`src/rtl/pc_seq_pkg.sv`:
```
// Shared encodings for the fetch-stage PC sequencer: FSM states and next-PC source selects.
package pc_seq_pkg;

    typedef enum logic [1:0] {
        ST_BOOT = 2'd0,
        ST_RUN  = 2'd1,
        ST_HALT = 2'd2
    } seq_state_e;

    typedef enum logic [2:0] {
        SRC_SEQ  = 3'd0,
        SRC_HOLD = 3'd1,
        SRC_BR   = 3'd2,
        SRC_JMP  = 3'd3,
        SRC_TRAP = 3'd4
    } pc_src_e;

    function automatic logic is_redirect(input pc_src_e src);
        return (src == SRC_BR) || (src == SRC_JMP) || (src == SRC_TRAP);
    endfunction

endpackage

```
`src/rtl/pc_step_adder.sv`:
```
// Sequential-step adder: pc + STEP modulo 2^WIDTH, with the carry out of the top bit.
module pc_step_adder #(
    parameter int unsigned WIDTH = 32,
    parameter int unsigned STEP  = 1
) (
    input  logic [WIDTH-1:0] pc_i,
    output logic [WIDTH-1:0] sum_o,
    output logic             carry_o
);

    logic [WIDTH:0] sum_ext;

    assign sum_ext = {1'b0, pc_i} + (WIDTH+1)'(STEP);
    assign sum_o   = sum_ext[WIDTH-1:0];
    assign carry_o = sum_ext[WIDTH];

endmodule

```
`src/rtl/pc_sequencer.sv`:
```
// Fetch-stage program counter: picks the next PC (step/branch/jump/trap/hold) and runs the BOOT/RUN/HALT FSM.
//   state   | meaning
//   ST_BOOT | first cycle after reset, no valid fetch, pc stays at RESET_VECTOR
//   ST_RUN  | fetching; pc advances or is redirected every cycle
//   ST_HALT | fetch stopped, pc held; only resume or trap leave
module pc_sequencer
    import pc_seq_pkg::*;
#(
    parameter int unsigned      WIDTH        = 32,
    parameter int unsigned      STEP         = 1,
    parameter logic [WIDTH-1:0] RESET_VECTOR = '0,
    parameter logic [WIDTH-1:0] TRAP_VECTOR  = WIDTH'(32'h0000_0100)
) (
    input  logic             clk,
    input  logic             rst,
    input  logic             stall,
    input  logic             branch_taken,
    input  logic [WIDTH-1:0] branch_target,
    input  logic             jump,
    input  logic [WIDTH-1:0] jump_target,
    input  logic             trap,
    input  logic             halt,
    input  logic             resume,
    output logic [WIDTH-1:0] pc,
    output logic [WIDTH-1:0] pc_plus,
    output logic             fetch_valid,
    output logic             flush,
    output logic             halted,
    output logic             wrapped
);

    seq_state_e       state_q, state_d;
    pc_src_e          src_d;
    logic [WIDTH-1:0] pc_q, pc_d;
    logic [WIDTH-1:0] step_sum;
    logic             step_carry;
    logic             flush_q, flush_d;
    logic             wrapped_q, wrapped_d;
    logic             fetch_valid_q;
    logic             halted_q;

    pc_step_adder #(
        .WIDTH (WIDTH),
        .STEP  (STEP)
    ) u_step_adder (
        .pc_i    (pc_q),
        .sum_o   (step_sum),
        .carry_o (step_carry)
    );

    always_comb begin
        state_d = state_q;
        src_d   = SRC_HOLD;
        case (state_q)
            ST_BOOT: state_d = ST_RUN;
            ST_RUN: begin
                if (trap)                src_d = SRC_TRAP;
                else if (branch_taken)   src_d = SRC_BR;
                else if (jump)           src_d = SRC_JMP;
                else if (stall || halt)  src_d = SRC_HOLD;
                else                     src_d = SRC_SEQ;
                // trap suppresses halt; other redirects still land in HALT
                if (halt && !trap) state_d = ST_HALT;
            end
            ST_HALT: begin
                if (trap) begin
                    src_d   = SRC_TRAP;
                    state_d = ST_RUN;
                end else if (resume) begin
                    state_d = ST_RUN;
                end
            end
            default: state_d = ST_BOOT;
        endcase
    end

    always_comb begin
        pc_d = pc_q;
        case (src_d)
            SRC_SEQ:  pc_d = step_sum;
            SRC_BR:   pc_d = branch_target;
            SRC_JMP:  pc_d = jump_target;
            SRC_TRAP: pc_d = TRAP_VECTOR;
            default:  pc_d = pc_q;
        endcase
        flush_d   = is_redirect(src_d);
        wrapped_d = wrapped_q | ((src_d == SRC_SEQ) & step_carry);
    end

    always_ff @(posedge clk or posedge rst) begin
        if (rst) begin
            state_q       <= ST_BOOT;
            pc_q          <= RESET_VECTOR;
            flush_q       <= 1'b0;
            wrapped_q     <= 1'b0;
            fetch_valid_q <= 1'b0;
            halted_q      <= 1'b0;
        end else begin
            state_q       <= state_d;
            pc_q          <= pc_d;
            flush_q       <= flush_d;
            wrapped_q     <= wrapped_d;
            fetch_valid_q <= (state_d == ST_RUN);
            halted_q      <= (state_d == ST_HALT);
        end
    end

    assign pc          = pc_q;
    assign pc_plus     = step_sum;
    assign fetch_valid = fetch_valid_q;
    assign flush       = flush_q;
    assign halted      = halted_q;
    assign wrapped     = wrapped_q;

endmodule

```
`config.mk`:
```
export PLATFORM = sky130hd
export DESIGN_NAME = pc_sequencer
export DESIGN_NICKNAME = d
export VERILOG_FILES = /design/src/rtl/pc_seq_pkg.sv /design/src/rtl/pc_step_adder.sv /design/src/rtl/pc_sequencer.sv
export SDC_FILE = /design/constraint.sdc
export NUM_CORES = 1
export LEC_CHECK = 0
export ABC_CLOCK_PERIOD_IN_PS = 3480
export CAP_MARGIN = 30
export CELL_PAD_IN_SITES_DETAIL_PLACEMENT = 1
export CELL_PAD_IN_SITES_GLOBAL_PLACEMENT = 1
export CORE_ASPECT_RATIO = 1.2
export CORE_MARGIN = 2
export CORE_UTILIZATION = 31
export CTS_BUF_LIST = sky130_fd_sc_hd__clkbuf_4
export DETAILED_ROUTE_END_ITERATION = 10
export GPL_TIMING_DRIVEN = 0
export PLACE_DENSITY_LB_ADDON = 0.25
export SYNTH_ARGS = -nofsm -noshare
export SYNTH_HDL_FRONTEND = slang
export SYNTH_SLANG_ARGS = --single-unit
```
`constraint.sdc`:
```
create_clock -name clk -period 3.48 [get_ports clk]
set_clock_uncertainty 0.05 [all_clocks]
set_input_delay 0.696 -clock clk [delete_from_list [all_inputs] [get_ports clk]]
set_output_delay 0.696 -clock clk [all_outputs]
set_load 0.02 [all_outputs]
```
==> results.json <==
{
  "status": "completed",
  "synthArstFlopShare_pct": 100,
  "nNetsFinal": 571,
  "core_sq_um": 9520,
  "cts_buffers": 5,
  "crit_type": "reg2out",
  "grt_usage_pct": 23.1,
  "syn_inst": 343,
  "ys.flop_type": "dfrtp_1",
  "vias": 3331,
  "slew_viol_final": 0,
  "synth.most_common_cell": "dfrtp_1",
  "clk_latency_ns": 0.38,
  "drcViolationCount": 0,
  "ys_top_cells_by_area": "dfrtp_1 32%, xnor2_1 6.7%, mux2i_1 6.6%",
  "syn_to_final_growth_pct": 56.5,
  "whs_endpoint": "wrapped",
  "cts_tree": "yes",
  "max_slew_margin_pct": 40.8,
  "ys_ff_latch": 38,
  "grt_setup_unrepaired": "false",
  "period_minus_slack_ns": 3.35,
  "synth_nets": 420,
  "wl_per_cell_um": 19.1,
  "endpoint_kind": "primary output",
  "synth_top_area_cell": "dfrtp_1",
  "die-area_sq_um": 10500,
  "power.leakage_nw": 1.93,
  "period_share_pct": 96.2,
  "clk_pin_slew_worst_paths_ns": 0.12,
  "cts_root_buf": "clkbuf_4",
  "overflow": 0,
  "die_x_um": 94.1,
  "startpoint": "pc[6]",
  "fin_tns_setup_ns": 0,
  "power_density_nw_per_um2": 956,
  "synth_area_sq_um": 3020,
  "cap_viol_max_count": 0,
  "synth_cell_types": 56,
  "grt_pass1_wl_mm": 18.8,
  "vias_per_cell": 5.38,
  "initial_core_util_pct": 31.7,
  "dp_cells": 606,
  "setup_viol": 0,
  "synth_top_area_share_pct": 31.5,
  "tightest_slew_ns": 0.888,
  "ys.warnings.count": 0,
  "portBuffers": 138,
  "dpl.hpwl_mm": 8.98,
  "ys_seq_area_share_pct": 31.5,
  "stdcell_count": 619,
  "hold_viol": 0,
  "drive_gt1_share_pct": 11.5,
  "clk_path_buf_depth": 2,
  "r2r_cells": 7,
  "worstHoldStart": "wrapped",
  "synth_edf_count": 0,
  "ir_drop_mv": 0.418,
  "power_mw": 4.51,
  "synthTopCellsByCount": "38 x dfrtp_1, 31 x nand2_1, 23 x xnor2_1",
  "syn_area_per_cell_sq_um": 8.79,
  "cts_sinks": 38,
  "worstHoldPathType": "reg2reg",
  "grt_max_degree": 21,
  "cp_data_arrival_time_ns": 2.60,
  "drt_first_pass_iters": 4,
  "grt_pass1_vias": 3513,
  "ioPinCount": 140,
  "hold_depth": 1,
  "drt_iter0_markers": 94,
  "routed_wl_mm": 11.8,
  "r2r_start": "state_q[1]",
  "row_count": 39,
  "ant_nets": 0,
  "cp_max_fo": 10,
  "crit_required_ns": 2.73,
  "reg2reg_slack_ns": 0.33,
  "h-tree-depth": 2,
  "worstSetupStartpointType": "flop",
  "die_h_um": 112,
  "fmax_mhz": 299,
  "gp_congestion": 0.801,
  "r2r-end": "pc[7]",
  "antenna_found_initial": 1
}
[flip-flops by register name, indices dropped and copies added (netlist names)]
signal and flops:
fetch_valid 1, flush 1, halted 1, pc 32
state_q 2, wrapped 1
[critical path, cell delays in order, from the launching register on]
cell and delay, ns:
dfrtp_2 0.47, nand4_4 0.19, or4_4 0.58, buf_6 0.18, xnor2_1 0.19, clkdlybuf4s50_1 0.64
[area by class of cell]
type / instances / area [sq um]
timing repair buffer: 146 / 1440
fill: 1116 / 4790
clock inverter: 2 / 8.76
tap: 123 / 154
multi-input combinational: 269 / 1960
buffer: 20 / 97.6
antenna: 1 / 2.50
inverter: 14 / 52.6
clock buffer: 6 / 45.0
sequential: 38 / 961
[logic make-up after synthesis]
kind of cell | Yosys count | synth area share (%)
multiplexers | 25 | 8.50
AO/OA/AOI/OAI | 91 | 21.4
flip-flops | 38 | 31.5
adder cells (fa/ha/maj) | 5 | 2.07
buffers and inverters | 36 | 5.23
XOR/XNOR | 40 | 11.6
AND/OR/NAND/NOR | 108 | 19.7
[cell usage in the layout (no fill, tap or decap), drive strengths merged, types with 3 or more instances in the layout]
cell and instances:
a21o 3, nand3 18, a32oi 3, o21ai 19, mux2 5, buf 17, clkdlybuf4s50 122, xor2 17
o21a 5, xnor2 23, clkbuf 19, a21oi 13, inv 14, o31ai 3, nor3 9, nand4 3
and4 4, nor4 4, o2111ai 3, mux2i 20, nand2 31, or4 3, dfrtp 38, nor2 13
dlygate4sd2 11, o22ai 15, o211ai 5, or3 8, and3 9, ha 5
[through the flow]
step / util, % / cell area [sq um] / hold slack, ns / setup slack [ns]
2_1_floorplan: - / 3020 / 0.511 / 0.530
3_3_place_gp: 47.8 / 4550 / 0.397 / -0.0798
3_5_place_dp: 48.2 / 4580 / 0.404 / -0.0626
4_1_cts: 49.2 / 4680 / 0.428 / 0.0185
5_1_grt: 49.6 / 4720 / 0.462 / 0.00914
6_report: 49.6 / 4720 / 0.421 / 0.131
[per-layer routing]
| layer | routed length (um) | track usage (%) |
|---|---|---|
| met3 | 507 | 4.16 |
| met1 | 4840 | 27.2 |
| met4 | 312 | 7.92 |
| met5 | 0 | 0 |
| met2 | 6140 | 41.7 |
[worst max path at each step]
stage / to / slack, ns / cells after the start
floorplan: pc_plus[27] / 0.53 / 5
finish: pc_plus[11] / 0.13 / 5
global route: pc_plus[31] / 0.009 / 6
global placement: pc_plus[16] / -0.08 / 6
CTS: pc_plus[20] / 0.02 / 6
detailed placement: pc_plus[28] / -0.06 / 7
[repair_timing]
item,in CTS,in global routing
pin swaps,3,1
gates resized for setup,26,15
endpoints found under the setup margin,19,16
gates cloned,0,0
buffers inserted,3,3
hold buffers,0,0
[report_power, final]
part,internal [mW],switching [mW]
clock network,0.0839,0.166
logic,1.41,1.92
registers,0.652,0.283
total,2.15,2.37
No activity file was read; power rests on OpenSTA's default activity.
